File: config.mk
export PLATFORM = sky130hd
export DESIGN_NAME = imem_loader
export DESIGN_NICKNAME = d
export VERILOG_FILES = /design/src/rtl/imem_loader.sv
export SDC_FILE = /design/constraint.sdc
export NUM_CORES = 1
export LEC_CHECK = 0
export CAP_MARGIN = 20
export CORE_MARGIN = 10
export CORE_UTILIZATION = 40
export CTS_BUF_LIST = sky130_fd_sc_hd__clkbuf_16
export CTS_CLUSTER_DIAMETER = 200
export DETAILED_ROUTE_END_ITERATION = 12
export PLACE_DENSITY_LB_ADDON = 0.2
export SLEW_MARGIN = 20
export SYNTH_ARGS = -nofsm -noshare
export SYNTH_HDL_FRONTEND = slang
export SYNTH_SLANG_ARGS = --single-unit
export TNS_END_PERCENT = 5
File: constraint.sdc
create_clock -name clk -period 3.6 [get_ports clk]
set_input_delay 0.72 -clock clk [delete_from_list [all_inputs] [get_ports clk]]
set_output_delay 0.72 -clock clk [all_outputs]
set_load 0.005 [all_outputs]
File: src/rtl/imem_loader.sv
// rtl/imem_loader.sv - boot-time byte-stream loader that fills instruction memory and holds the core in reset
// Define IMEM_LOADER_CHECKSUM_EN to require a trailing XOR checksum byte after the image.
module imem_loader #(
  parameter int                    DATA_WIDTH     = 32,
  parameter int                    MEM_ADDR_WIDTH = 8,
  parameter logic [DATA_WIDTH-1:0] BASE_ADDR      = '0
) (
  input  logic                  clk,
  input  logic                  rst_n,
  input  logic                  start,
  input  logic                  in_valid,
  input  logic [7:0]            in_data,
  output logic                  in_ready,
  output logic                  mem_we,
  output logic [DATA_WIDTH-1:0] mem_addr,
  output logic [DATA_WIDTH-1:0] mem_wdata,
  output logic                  busy,
  output logic                  done,
  output logic                  err,
  output logic                  cpu_hold
);

  typedef enum logic [2:0] {
    S_IDLE, S_LEN, S_DATA, S_WRITE, S_CHK, S_DONE, S_ERR
  } state_t;

  // One extra index bit so a full-capacity image never wraps before its last write.
  localparam int          IW  = MEM_ADDR_WIDTH + 1;
  localparam logic [32:0] CAP = 33'd1 << MEM_ADDR_WIDTH;

`ifdef IMEM_LOADER_CHECKSUM_EN
  localparam state_t S_END = S_CHK;
  logic [7:0] csum_q, csum_d;
`else
  localparam state_t S_END = S_DONE;
`endif

  state_t                state_q, state_d;
  logic [1:0]            byte_cnt_q, byte_cnt_d;
  logic [IW-1:0]         idx_q, idx_d;
  logic [31:0]           len_q, len_d;
  logic                  in_ready_q, in_ready_d;
  logic                  mem_we_q, mem_we_d;
  logic [DATA_WIDTH-1:0] mem_addr_q, mem_addr_d;
  logic [DATA_WIDTH-1:0] mem_wdata_q, mem_wdata_d;
  logic                  busy_q, busy_d;
  logic                  done_q, done_d;
  logic                  err_q, err_d;
  logic                  cpu_hold_q, cpu_hold_d;
  logic                  xfer;
  logic [31:0]           n_full;
  logic [IW-1:0]         idx_inc;

  always_comb begin
    state_d     = state_q;
    byte_cnt_d  = byte_cnt_q;
    idx_d       = idx_q;
    len_d       = len_q;
    mem_addr_d  = mem_addr_q;
    mem_wdata_d = mem_wdata_q;
`ifdef IMEM_LOADER_CHECKSUM_EN
    csum_d      = csum_q;
`endif
    xfer    = in_valid && in_ready_q;
    n_full  = {in_data, len_q[23:0]};
    idx_inc = idx_q + IW'(1);

    case (state_q)
      S_IDLE, S_DONE, S_ERR: begin
        if (start) begin
          state_d    = S_LEN;
          byte_cnt_d = 2'd0;
          idx_d      = '0;
          len_d      = '0;
          mem_addr_d = BASE_ADDR;
`ifdef IMEM_LOADER_CHECKSUM_EN
          csum_d     = 8'h00;
`endif
        end
      end
      S_LEN: begin
        if (xfer) begin
          len_d[{byte_cnt_q, 3'b000} +: 8] = in_data;
          byte_cnt_d = byte_cnt_q + 2'd1;
`ifdef IMEM_LOADER_CHECKSUM_EN
          csum_d = csum_q ^ in_data;
`endif
          if (byte_cnt_q == 2'd3) begin
            if ({1'b0, n_full} > CAP) state_d = S_ERR;
            else if (n_full == 32'd0) state_d = S_END;
            else state_d = S_DATA;
          end
        end
      end
      S_DATA: begin
        if (xfer) begin
          mem_wdata_d[{byte_cnt_q, 3'b000} +: 8] = in_data;
          byte_cnt_d = byte_cnt_q + 2'd1;
`ifdef IMEM_LOADER_CHECKSUM_EN
          csum_d = csum_q ^ in_data;
`endif
          if (byte_cnt_q == 2'd3) state_d = S_WRITE;
        end
      end
      S_WRITE: begin
        idx_d      = idx_inc;
        mem_addr_d = mem_addr_q + DATA_WIDTH'(4);
        if ({{(32-IW){1'b0}}, idx_inc} == len_q) state_d = S_END;
        else state_d = S_DATA;
      end
`ifdef IMEM_LOADER_CHECKSUM_EN
      S_CHK: begin
        if (xfer) state_d = (in_data == csum_q) ? S_DONE : S_ERR;
      end
`endif
      default: state_d = S_IDLE;
    endcase

    // Every output is a function of the next state, so all of them register together.
    in_ready_d = (state_d == S_LEN) || (state_d == S_DATA) || (state_d == S_CHK);
    mem_we_d   = (state_d == S_WRITE);
    busy_d     = in_ready_d || mem_we_d;
    done_d     = (state_d == S_DONE);
    err_d      = (state_d == S_ERR);
    cpu_hold_d = (state_d != S_DONE);
  end

  always_ff @(posedge clk or negedge rst_n) begin
    if (!rst_n) begin
      state_q     <= S_IDLE;
      byte_cnt_q  <= 2'd0;
      idx_q       <= '0;
      len_q       <= '0;
      in_ready_q  <= 1'b0;
      mem_we_q    <= 1'b0;
      mem_addr_q  <= BASE_ADDR;
      mem_wdata_q <= '0;
      busy_q      <= 1'b0;
      done_q      <= 1'b0;
      err_q       <= 1'b0;
      cpu_hold_q  <= 1'b1;
`ifdef IMEM_LOADER_CHECKSUM_EN
      csum_q      <= 8'h00;
`endif
    end else begin
      state_q     <= state_d;
      byte_cnt_q  <= byte_cnt_d;
      idx_q       <= idx_d;
      len_q       <= len_d;
      in_ready_q  <= in_ready_d;
      mem_we_q    <= mem_we_d;
      mem_addr_q  <= mem_addr_d;
      mem_wdata_q <= mem_wdata_d;
      busy_q      <= busy_d;
      done_q      <= done_d;
      err_q       <= err_d;
      cpu_hold_q  <= cpu_hold_d;
`ifdef IMEM_LOADER_CHECKSUM_EN
      csum_q      <= csum_d;
`endif
    end
  end

  assign in_ready  = in_ready_q;
  assign mem_we    = mem_we_q;
  assign mem_addr  = mem_addr_q;
  assign mem_wdata = mem_wdata_q;
  assign busy      = busy_q;
  assign done      = done_q;
  assign err       = err_q;
  assign cpu_hold  = cpu_hold_q;

endmodule
## After elaboration in Yosys (flattened, before gate mapping)

Cells that the tools add are included.

- Register bits: 116
- Input bits: 12
- Output and inout bits: 70
- Logic and storage cells: 71

- Add/sub/neg operators: 4
- $lt $le $gt $ge: 1
- Equal/unequal tests: 17
- Shift-type cells: 2
- Multiplexer cells: 20
- Reductions and logical operators: 15

Operators with widths:

| operator | number |
|---|---|
| $pmux W32 S2 | 2 |
| $bwmux W32 | 2 |
| $mux W32 | 2 |
| $add A32 B3 Y32 const B | 1 |
| $eq A9 B32 Y1 | 1 |
| $gt A32 B9 Y1 const B | 1 |
| $logic_not A32 Y1 | 1 |
| $shift A8 B7 Y32 const A | 1 |
| $shiftx A8 B7 Y32 | 1 |
| $mux W3 | 8 |
| $pmux W9 S2 | 1 |
| $eq A3 B3 Y1 const B | 5 |
| $eq A3 B2 Y1 const B | 4 |
| $pmux W3 S4 | 1 |
| $add A9 B1 Y9 const B | 1 |
| $mux W9 | 1 |
| $neg A5 Y7 | 1 |
| $eq A3 B1 Y1 const B | 2 |
| $reduce_and A3 Y1 | 2 |
| $reduce_bool A2 Y1 | 3 |
| $mux W2 | 2 |
| $ne A2 B2 Y1 const B | 2 |
| $pmux W2 S2 | 1 |
| $reduce_and A2 Y1 | 2 |
| other kinds (9) | 11 |

## Logic depth before layout (Yosys ltp)

Gate-level depths: netlist (run 1).

- Word-level depth: 10
- Gate-level depth with buffers: 8
- Depth with buffers taken out: 7

## Worst setup path after synthesis (run 1)

OpenSTA, ideal clock, no wires.

- Path kind: register to register
- Start point: register idx_q[0]
- End point: register in_ready_q, in the netlist in_ready
- Setup time: 0.120 ns
- Data arrival time: 2.076 ns
- Setup slack: 1.404 ns
- Cell stages (with the launch flop): 8
- Clock period less this slack: 2.196 ns
- Cells stage by stage: dfrtp_1 -> ha_1 -> nand3_1 -> a311o_1 -> o22ai_2 -> a2bb2oi_1 -> or4_4 -> and4_1

- Cells in the longest elaborated chain, start to end: 7
- Elaborated cells on any way between the ends: 9
- Classes of those cells: add/sub (1); eq/ne (4); mux (2); reduce/logical (2)

RTL lines:

| element | line | text |
|---|---|---|
| start, declared | 40 | `logic [IW-1:0] idx_q, idx_d;` |
| start signal, assigned | 148 | `idx_q <= idx_d;` |
| $add A9 B1 Y9 (*) | 66 | `idx_inc = idx_q + IW'(1);` |
| $eq A9 B32 Y1 (*) | 108 | `if ({{(32-IW){1'b0}}, idx_inc} == len_q) state_d = S_END;` |
| $mux W3 (*) | 108 |  |
| $pmux W3 S4 (*) | 68 | `case (state_q)` |
| $eq A3 B1 Y1 or $eq A3 B2 Y1 (tied branches) | 120 | `in_ready_d = (state_d == S_LEN) \|\| (state_d == S_DATA) \|\| (state_d == S_CHK);` |
| $logic_or A1 B1 Y1 | 120 |  |
| $logic_or A1 B1 Y1 (*) | 120 |  |
| net in_ready_d | 42 | `logic in_ready_q, in_ready_d;` |
| end signal, assigned | 150 | `in_ready_q <= in_ready_d;` |
| end, declared | 42 |  |

The timed path passes the listed nets; every way through them passes the cells marked *.
A chain may end at the register's enable or synchronous reset.

## Worst setup path in the final report (run 1)

- Start point: input in_data[2]
- End point: register state_q[1]

- Cells in the longest elaborated chain, start to end: 6
- Elaborated cells on any way between the ends: 7
- Classes of those cells: order compare (1); mux (5); reduce/logical (1)

RTL lines:

| element | line | text |
|---|---|---|
| start, declared | 12 | `input logic [7:0] in_data,` |
| parallel branches: the longest is 2 deep, another holds $gt A32 B9 Y1 | -- |  |
| $mux W3 (*) | 89 | `if ({1'b0, n_full} > CAP) state_d = S_ERR;` |
| $mux W3 (*) | 88 | `if (byte_cnt_q == 2'd3) begin` |
| $mux W3 (*) | 82 | `if (xfer) begin` |
| $pmux W3 S4 (*) | 68 |  |
| net state_d[1] | 38 | `state_t state_q, state_d;` |
| end signal, assigned | 146 | `state_q <= state_d;` |
| end, declared | 38 |  |

Mark *: on every way through the listed nets, which the timed path passes.

==> metrics.md, run 1 <==
| Metric | Value |
|---|---|
| Total gr overflow | `0` |
| Worst Skew | `17.96 ps` |
| Status | `completed` |
| Comb pwr share | `0.269` |
| CTS tree | `yes` |
| Count leader, synth | `dfrtp_1` |
| # setup viols final | `0` |
| Synth top cells by count | `dfrtp_1 (113), nand2_1 (112), o21ai_0 (48)` |
| Critical-path maximum fanout | `9` |
| Required @ worst endpoint | `3890 ps` |
| CTS buffer count | `17` |
| Netlist Area Pre-Place | `5278 sq um` |
| Die Y | `134.9 um` |
| Ys async rst share | `1.000` |
| Main synth FF type | `dfrtp_1` |
| Largest net degree at the start of global routing | `60` |
| Sequential share of the synthesized area | `0.5408` |
| CTS Hold Bufs | `0` |
| Worst Tran Pin Value | `968.7 ps` |
| Avg Vias per Cell | `5.342` |
| Core Box Area | `12,770 sq um` |
| Largest family of logic cells by synthesized area | `simple AND/OR/NAND/NOR gates` |
| Worst Hold Class | `input port to async pin` |
| Yosys top cell area share | `0.5358` |
| Synth top area cells | `dfrtp_1 (54%), nand2_1 (8.0%), a22o_1 (5.3%)` |
| Post-Synthesis Cells | `549` |
| Worst skew pair latency | `420 ps` |
| TritonRoute pass-1 iters | `4` |
| Switching Fraction | `0.3268` |
| CTS resizes | `0` |
| Initial antenna violation count | `0` |
| Internal Power | `0.003009 W` |
| Leakage power | `2.952 nW` |
| Slew HR | `0.3518` |
| Wire per inst | `17.00 um` |
| Final slew viol count | `0` |
| H-tree depth | `4` |
| Minimum clock period | `2489 ps` |
| Post-synthesis compound-gate area fraction | `0.1702` |
| Die width | `134.9 um` |
| P_sw | `0.001461 W` |
| PwrDens | `654.6 nW/um^2` |
| Initial core utilization | `0.4132` |
| Post-CTS setup buffers | `0` |
| Layout area overhead | `29.40%` |
| Residual DRC | `0` |
| Number of synthesized flops with an enable pin | `0` |
| Crit path cell chain | `clkdlybuf4s50_1 > nor4_1 > nand2_1 > nor4_1 > o21ai_0 > nor4_1 > nor2_1` |
| Share of power burned in registers | `0.364` |
| Via count | `4,343` |
| Critical path startpoint category | `input port` |
| GRT Resource Usage Total | `0.1591` |
| Max-cap violations | `0` |
| Share of layout cells above drive strength 1 | `0.07176` |
| Period utilization | `0.6914` |
| Clock slew seen by the registers of the worst setup and hold paths | `50 ps` |
| Crit-path slowest cell | `clkdlybuf4s50_1` |
| Vias in the first global route | `4,320` |
| First-pass GRT wire length | `23.02 mm` |
| Final Instance Area | `6829 sq um` |
| # IOs | `82` |
| Root Driver | `clkbuf_16` |
| Ys Warns | `0` |
| Total power | `0.004470 W` |
| Multiplexer area fraction after synthesis | `0.009720` |
| Post-route setup TNS | `0 ps` |
| CP arrival | `2780 ps` |
| Worst path most repeated cell | `nor4_1` |
| Synth area leader | `dfrtp_1` |
| Post-Syn Area per Cell | `9.613 sq um` |
| Worst setup path category | `input port to register` |
| Max IR drop VDD | `0.0003374 V` |
| Clock Sinks | `114` |
| GPL Wtd Cong | `0.7991` |
| XOR/XNOR share of the synthesized area | `0.03319` |
| Placed Area | `6256 sq um` |
| Clock buffer depth | `2` |
| Post-DRT Antenna Nets | `0` |
| Final HPWL DP | `9.673 mm` |
| Fin util | `0.5346` |
| Final #Nets | `647` |
| CP endpoint kind | `register` |
| Fmax achieved | `401.7 MHz` |
| Die area | `18,190 sq um` |
| Cell variety after synth | `47` |
| # port buffers | `79` |
| Antenna Cells | `0` |
| Row count | `41` |
| Synth Register Bits | `114` |
| Max stage delay on crit path | `620 ps` |
| Unrepaired setup endpoints after global routing | `false` |
| Total wire length | `13.82 mm` |
| Clock power frac | `0.368` |
| Initial DRC count | `314` |
| Adder-cell area share of the yosys netlist | `0.01422` |
| Simple-gate share of the synthesized area | `0.1991` |
| Hold violation total from the final report | `0` |
## placed cells by master (no fill, tap or decap), types with 2 or more instances in the layout
master,instances
dfrtp_1,113
nand2_1,112
clkdlybuf4s50_1,78
o21ai_0,48
a22o_1,32
nor2_1,22
o21ai_1,22
nand3_1,21
clkbuf_16,17
nor4_1,13
buf_4,13
and3_1,12
xor2_1,11
nor3_1,10
inv_1,9
xnor2_1,9
o31ai_1,9
nand4_1,8
a21oi_1,7
o211ai_1,7
and4_1,6
ha_1,6
or3_1,5
nor2b_1,4
mux2i_1,4
clkinv_2,4
nand2b_1,3
and2_1,3
o22ai_1,3
bufinv_16,3
clkinvlp_4,3
clkinv_1,3
o21a_1,2
a31oi_1,2
conb_1,2
## sequential cells by signal (all words and copies together), names as in the netlist, 2 cells and up
register    cells
mem_addr       30
idx_q           9
state_q         3
len_q          32
byte_cnt_q      2
mem_wdata      32
## worst max-delay path, delay by kind of cell
kind / cells / cell delay [ps]
compound gates: 1 / 180
buf+inv: 1 / 620
simple gates: 5 / 1260
## metrics by stage
step / worst slack, ps / hold slack (ps) / std cells
6_report: 1111 / 344.8 / 813
3_3_place_gp: 883.3 / 463.3 / 782
2_1_floorplan: 1404 / 424.4 / 550
4_1_cts: 1136 / 385.0 / 813
3_5_place_dp: 695.8 / 471.9 / 782
5_1_grt: 908.6 / 395.0 / 813
## layout make-up
cell class	instances	area (sq um)
Tap cell	172	215.2
Multi-Input combinational cell	396	2258
Fill cell	1148	5944
Clock buffer	17	425.4
Sequential cell	114	2854
Inverter	8	30.03
Timing Repair Buffer	92	898.4
Clock inverter	14	147.6
## power groups by stage
stage               sequential (W)  combinational [W]  clock [W]
global placement           0.00164            0.00119          0
global route               0.00165            0.00135    0.00174
floorplan                  0.00158           0.000802          0
detailed placement         0.00164            0.00120          0
finish                     0.00163            0.00120    0.00164
CTS                        0.00162            0.00121    0.00167
## cells by family after synthesis
| kind of cell | count (synthesis) |
|---|---|
| buffers and inverters | 40 |
| other | 1 |
| AOI/OAI and AO/OA | 139 |
| muxes | 5 |
| xor gates and xnor gates | 20 |
| and+or+nand+nor | 224 |
| adders and majority gates | 6 |
| DFF | 114 |
## per-layer routing
metal	track usage	vias to the layer above	share of wire
met3	0.06009	16	0.065
met5	0	-	0
met4	0.05562	0	0.014
met1	0.2062	2103	0.46
met2	0.2375	108	0.46
li1	-	2116	-
## worst paths after layout
check                           cells past startpoint           from             to  slack, ps
worst max-delay path                                7     in_data[2]     state_q[1]       1110
worst min-delay path                                1          rst_n   mem_addr[23]        340
worst max register to register                      7       idx_q[0]       in_ready       1190
worst min register to register                      2  mem_wdata[26]  mem_wdata[26]        480
max in group asynchronous                           2          rst_n       len_q[1]       2490
min in group clk                                    2  mem_wdata[26]  mem_wdata[26]        480
(Power assumes the default switching activity.)
==> run 2, diff against run 1 <==
- clock period: 3.6 -> 2.6 ns (I/O delays scaled with it)
==> run 2 against run 1 <==
  * Clock power up 44%
  * Utilization rose by 0.70 points
  * Cell count is 0.86% higher
  * Critical path depth is the same
  * Register-to-register slack worse by 1000 ps
  * Final area is 1.3% higher
  * Critical endpoint is now in_ready
  * Sequential share of layout area decreased by 0.54 points
  * Routed wire length increased by 3.1%
  * Die area did not move
  * Combinational power grew 44%
==> metrics.md, run 2 (synthesis results as in run 1) <==
| Metric | Value |
|---|---|
| Status | `completed (unchanged)` |
| Reg2reg start | `idx_q[0] (unchanged)` |
| Slew HR | `0.3264 (was 0.3518)` |
| Total wire length | `14.25 mm (was 13.82 mm)` |
| CP endpoint kind | `register (unchanged)` |
| Worst skew pair latency | `410 ps (was 420 ps)` |
| Vias in the first global route | `4,327 (was 4,320)` |
| Final slew viol count | `0 (unchanged)` |
| Place WS | `187.8 ps (was 695.8 ps)` |
| TritonRoute pass-1 iters | `4 (unchanged)` |
| Fmax achieved | `412.5 MHz` |
| Worst setup path category | `register to register (was input port to register)` |
| Post-route setup TNS | `0 ps (unchanged)` |
| P_sw | `0.002010 W (was 0.001461 W)` |
| Placed insts | `791 (was 782)` |
| Layout area overhead | `31.08% (was 29.40%)` |
| Commonest non-fill, non-tap cells in the layout | `dfrtp_1 (113), nand2_1 (112), clkdlybuf4s50_1 (78) (unchanged)` |
| Crit-path slowest cell | `or4_4 (was clkdlybuf4s50_1)` |
| Max-cap violations | `0 (unchanged)` |
| Share of layout cells above drive strength 1 | `0.08642 (was 0.07176)` |
| CTS tree | `yes (unchanged)` |
| Antenna Cells | `0 (unchanged)` |
| Top sig layer | `met4 (unchanged)` |
| Initial DRC count | `292 (was 314)` |
| Via count | `4,403 (was 4,343)` |
| Max IR drop VDD | `0.0004369 V (was 0.0003374 V)` |
| Period utilization | `0.9323` |
| Most common cell after layout, fill and taps aside | `dfrtp_1 (unchanged)` |
| Avg Vias per Cell | `5.370 (was 5.342)` |
| H-tree depth | `4 (unchanged)` |
| Minimum clock period | `2424 ps` |
| CTS resizes | `0 (unchanged)` |
| # port buffers | `79 (unchanged)` |
| Worst Tran Pin Value | `1007 ps (was 968.7 ps)` |
| Worst Skew | `7.205 ps (was 17.96 ps)` |
| Switching Fraction | `0.3175 (was 0.3268)` |
| Unrepaired setup endpoints after global routing | `false (unchanged)` |
| First-pass GRT wire length | `23.26 mm (was 23.02 mm)` |
| Residual DRC | `0 (unchanged)` |
| Min setup slack post-route | `176.0 ps (was 1111 ps)` |
| R2R cell count | `7 (unchanged)` |
| Initial core utilization | `0.4132 (unchanged)` |
| Clock slew seen by the registers of the worst setup and hold paths | `50 ps (about the same)` |
| Post-DRT Antenna Nets | `0 (unchanged)` |
| Leakage power | `3.014 nW (was 2.952 nW)` |
| Die Y | `134.9 um (unchanged)` |
| CTS buffer count | `17 (unchanged)` |
| Clock buffer depth | `2 (unchanged)` |
| # fillers | `1,125 (was 1,148)` |
| Final non-filler cell total | `820 (was 813)` |
| Hold violation total from the final report | `0 (unchanged)` |
| Share of power burned in registers | `0.353 (was 0.364)` |
| Largest net degree at the start of global routing | `61 (was 60)` |
| Row count | `41 (unchanged)` |
| Wire per inst | `17.38 um (was 17.00 um)` |
| Initial antenna violation count | `0 (unchanged)` |
| DR WL met2 | `6.615 mm (was 6.328 mm)` |
| Clock power frac | `0.374 (was 0.368)` |
| Comb pwr share | `0.274 (was 0.269)` |
| Final #Nets | `656 (was 647)` |
| # IOs | `82 (unchanged)` |
| Area of the multi-input gates | `2258 sq um (unchanged)` |
| Internal Power | `0.004320 W (was 0.003009 W)` |
| Register area | `2854 sq um (unchanged)` |
| CP arrival | `2720 ps (was 2780 ps)` |
| Die area | `18,190 sq um (unchanged)` |
| DR WL met3 | `905 um (was 894 um)` |
| Critical path startpoint category | `register (was input port)` |
| # setup viols final | `0 (unchanged)` |
| GPL Wtd Cong | `0.7978 (was 0.7991)` |
| GRT Resource Usage Total | `0.1609 (was 0.1591)` |
| Worst path bufs/invs | `0 (was 1)` |
| Required @ worst endpoint | `2900 ps (was 3890 ps)` |
| Core Box Area | `12,770 sq um (unchanged)` |
| R2R setup slack | `180 ps (was 1190 ps)` |
| Worst Hold Class | `input port to async pin (unchanged)` |
| Die width | `134.9 um (unchanged)` |
| CTS Hold Bufs | `0 (unchanged)` |
| Worst R2R End | `in_ready (unchanged)` |
| Post-CTS setup buffers | `0 (unchanged)` |
| Wire length on met1 | `6.544 mm (was 6.407 mm)` |
| Final HPWL DP | `10.15 mm (was 9.673 mm)` |
| Crit path cell chain | `ha_1 > nand3_1 > a311o_1 > o22ai_2 > a2bb2oi_1 > or4_4 > and4_1 (was clkdlybuf4s50_1 > nor4_1 > nand2_1 > nor4_1 > o21ai_0 > nor4_1 > nor2_1)` |
| Total gr overflow | `0 (unchanged)` |
| Critical-path maximum fanout | `6 (was 9)` |
| Clock Sinks | `114 (unchanged)` |
| Root Driver | `clkbuf_16 (unchanged)` |
| PwrDens | `915.1 nW/um^2 (was 654.6 nW/um^2)` |
| Cell family contributing the most delay on the critical path | `simple AND/OR/NAND/NOR gates (unchanged)` |
| Max stage delay on crit path | `590 ps (was 620 ps)` |
## run 2: cell type report
| class | instances | share of cell area |
|---|---|---|
| Clock inverter | 12 | 0.02442 |
| Multi-Input combinational cell | 396 | 0.3265 |
| Timing Repair Buffer | 101 | 0.1396 |
| Inverter | 8 | 0.004341 |
| Sequential cell | 114 | 0.4126 |
| Tap cell | 172 | 0.03111 |
| Clock buffer | 17 | 0.06149 |
## run 2: metrics by stage
stage                     hold slack (ps)  total power [W]    util  area (sq um)
after global placement              460.3         0.003949  0.4951          6324
final                               64.37         0.006330  0.5416          6918
after detailed placement            473.6         0.003987  0.4951          6324
after floorplan                     224.4         0.003298       -          5281
after global routing                88.78         0.006718  0.5416          6918
after CTS                           69.94         0.006385  0.5416          6918
## run 2: worst reg2reg max path, stage by stage (launching register included)
cell       delay [ps]
dfrtp_1           430
ha_1              270
nand3_1           220
a311o_1           390
o22ai_2           140
a2bb2oi_1         100
or4_4             590
and4_1            180
## run 2: worst max path at each step
stage,startpoint,to,slack (ps),cells after the start
2_1_floorplan,idx_q[0],in_ready,400,7
3_3_place_gp,in_data[5],in_ready,220,6
3_5_place_dp,in_data[5],in_ready,190,6
4_1_cts,idx_q[0],in_ready,170,7
5_1_grt,idx_q[0],in_ready,30,7
6_report,idx_q[0],in_ready,180,7
## run 2: power groups by stage
stage / Sequential [W] / Clock, W / Combinational [W]
floorplan: 0.00219 / 0 / 0.00111
CTS: 0.00223 / 0.00241 / 0.00175
global placement: 0.00225 / 0 / 0.00170
global route: 0.00227 / 0.00250 / 0.00195
detailed placement: 0.00226 / 0 / 0.00173
finish: 0.00223 / 0.00236 / 0.00173
## run 2: per-layer routing
metal,track usage,vias to the layer above
li1,-,2142
met1,0.2104,2145
met2,0.2399,99
met3,0.06194,17
met4,0.04958,0
met5,0,-
==> run 3, diff against run 2 <==
- clock period: 2.6 -> 2.7 ns (I/O delays scaled with it)
==> run 3 against run 2 <==
  * Clock power down 8%
  * Sequential share of layout area grew 0.24 points
  * Sequential power down 3%
  * Total power shrank 5.4%
  * Die area unchanged
  * Via count down 0.45%
  * Critical path depth unchanged
  * Clock skew is 0.60 ps higher
  * Sequential cell count unchanged
  * Critical path type unchanged
  * Highest routed layer unchanged
==> metrics.md, run 3 (synthesis results as in run 1) <==
| Metric | Value |
|---|---|
| Status | `completed (unchanged)` |
| Initial antenna violation count | `0 (unchanged)` |
| # port buffers | `79 (unchanged)` |
| Leakage power | `2.989 nW (was 3.014 nW)` |
| Worst Tran Pin Value | `983.7 ps (was 1007 ps)` |
| Total wire length | `14.25 mm (about the same)` |
| Largest net degree at the start of global routing | `58 (was 61)` |
| Min setup slack post-route | `283.2 ps (was 176.0 ps)` |
| Vias in the first global route | `4,448 (was 4,327)` |
| Antenna Cells | `0 (unchanged)` |
| R2R setup slack | `280 ps (was 180 ps)` |
| Most common cell after layout, fill and taps aside | `dfrtp_1 (unchanged)` |
| Critical-path maximum fanout | `6 (unchanged)` |
| Hold violation total from the final report | `0 (unchanged)` |
| Internal Power | `0.004050 W (was 0.004320 W)` |
| Unrepaired setup endpoints after global routing | `false (unchanged)` |
| Worst setup path category | `register to register (unchanged)` |
| PwrDens | `871.0 nW/um^2 (was 915.1 nW/um^2)` |
| Total power | `0.005991 W (was 0.006330 W)` |
| R2R cell count | `7 (unchanged)` |
| Share of layout cells above drive strength 1 | `0.08025 (was 0.08642)` |
| Share of power burned in registers | `0.363 (was 0.353)` |
| Residual DRC | `0 (unchanged)` |
| Register area | `2854 sq um (unchanged)` |
| Post-CTS setup buffers | `0 (unchanged)` |
| Wire per inst | `17.38 um (about the same)` |
| Initial DRC count | `282 (was 292)` |
| # IOs | `82 (unchanged)` |
| Final HPWL DP | `10.20 mm (was 10.15 mm)` |
| P_sw | `0.001941 W (was 0.002010 W)` |
| Root Driver | `clkbuf_16 (unchanged)` |
| Critical path startpoint category | `register (unchanged)` |
| Slew HR | `0.3418 (was 0.3264)` |
| Total gr overflow | `0 (unchanged)` |
| Clock power frac | `0.364 (was 0.374)` |
| Die area | `18,190 sq um (unchanged)` |
| Commonest non-fill, non-tap cells in the layout | `dfrtp_1 (113), nand2_1 (112), clkdlybuf4s50_1 (78) (unchanged)` |
| CTS Hold Bufs | `0 (unchanged)` |
| Required @ worst endpoint | `3000 ps (was 2900 ps)` |
| CTS buffer count | `17 (unchanged)` |
| Comb pwr share | `0.273 (was 0.274)` |
| H-tree depth | `4 (unchanged)` |
| GRT Resource Usage Total | `0.1641 (was 0.1609)` |
| Period utilization | `0.8951 (was 0.9323)` |
| CP endpoint kind | `register (unchanged)` |
| Via count | `4,383 (was 4,403)` |
| GPL Wtd Cong | `0.8328 (was 0.7978)` |
| CTS resizes | `0 (unchanged)` |
| Max IR drop VDD | `0.0004917 V (was 0.0004369 V)` |
| Place WS | `225.6 ps (was 187.8 ps)` |
| Post-route setup TNS | `0 ps (unchanged)` |
| Fmax achieved | `413.8 MHz (was 412.5 MHz)` |
| Die width | `134.9 um (unchanged)` |
| Layout area overhead | `30.32% (was 31.08%)` |
| Final slew viol count | `0 (unchanged)` |
| Avg Vias per Cell | `5.345 (was 5.370)` |
| Row count | `41 (unchanged)` |
| Clock buffer depth | `2 (unchanged)` |
| Worst skew pair latency | `420 ps (was 410 ps)` |
| Area of the multi-input gates | `2258 sq um (unchanged)` |
| Worst Hold Class | `input port to async pin (unchanged)` |
| Worst Skew | `7.800 ps (was 7.205 ps)` |
| # fillers | `1,121 (was 1,125)` |
| Final #Nets | `653 (was 656)` |
| First-pass GRT wire length | `23.67 mm (was 23.26 mm)` |
| CP arrival | `2720 ps (about the same)` |
| # setup viols final | `0 (unchanged)` |
| Minimum clock period | `2417 ps (was 2424 ps)` |
| Switching Fraction | `0.3239 (was 0.3175)` |
| Core Box Area | `12,770 sq um (unchanged)` |
| CTS tree | `yes (unchanged)` |
| Clock Sinks | `114 (unchanged)` |
| Initial core utilization | `0.4132 (unchanged)` |
| TritonRoute pass-1 iters | `5 (was 4)` |
| Post-DRT Antenna Nets | `0 (unchanged)` |
| Clock slew seen by the registers of the worst setup and hold paths | `50 ps (about the same)` |
| Max-cap violations | `0 (unchanged)` |
| Die Y | `134.9 um (unchanged)` |
## run 3: cell type report
class | instances | share of cell area
Clock buffer | 17 | 0.06185
Clock inverter | 15 | 0.02201
Inverter | 8 | 0.004366
Multi-Input combinational cell | 396 | 0.3284
Sequential cell | 114 | 0.4150
Tap cell | 172 | 0.03129
Timing Repair Buffer | 98 | 0.1372
## run 3: power by group through the flow
| stage | logic (W) | clock network (W) | registers, W |
|---|---|---|---|
| 4_1_cts | 0.00165 | 0.00223 | 0.00217 |
| 2_1_floorplan | 0.00107 | 0 | 0.00211 |
| 5_1_grt | 0.00184 | 0.00231 | 0.00221 |
| 6_report | 0.00164 | 0.00218 | 0.00217 |
| 3_5_place_dp | 0.00164 | 0 | 0.00219 |
| 3_3_place_gp | 0.00161 | 0 | 0.00218 |
## run 3: final timing paths
kind,startpoint,end
max in group asynchronous,rst_n,cpu_hold
hold / removal,rst_n,mem_addr[22]
setup reg to reg,idx_q[0],in_ready
setup / recovery,idx_q[0],in_ready
hold reg to reg,mem_addr[31],mem_addr[31]
min in group clk,mem_addr[31],mem_addr[31]
## run 3: stage by stage
step / cell area [sq um] / hold WS [ps] / cells / util
after floorplan: 5281 / 244.4 / 550 / -
after global placement: 6301 / 463.5 / 788 / 0.4933
after detailed placement: 6301 / 475.5 / 788 / 0.4933
after CTS: 6878 / 40.97 / 820 / 0.5384
after global routing: 6878 / 48.92 / 820 / 0.5384
final: 6878 / 34.01 / 820 / 0.5384
## run 3: worst max-delay path, stage by stage (launching register included)
cell and delay, ps:
dfrtp_1 440, ha_1 250, nand3_1 220, a311o_1 390
o22ai_2 130, a2bb2oi_1 90, or4_4 590, and4_1 180
## run 3: routing by layer
layer	routed length [um]	vias up	part of all wire	GRT usage
met5	0	-	0	0
met4	133	0	0.0093	0.05200
met3	960	11	0.067	0.06157
met2	6688	96	0.47	0.2538
met1	6469	2148	0.45	0.2074
li1	-	2128	-	-
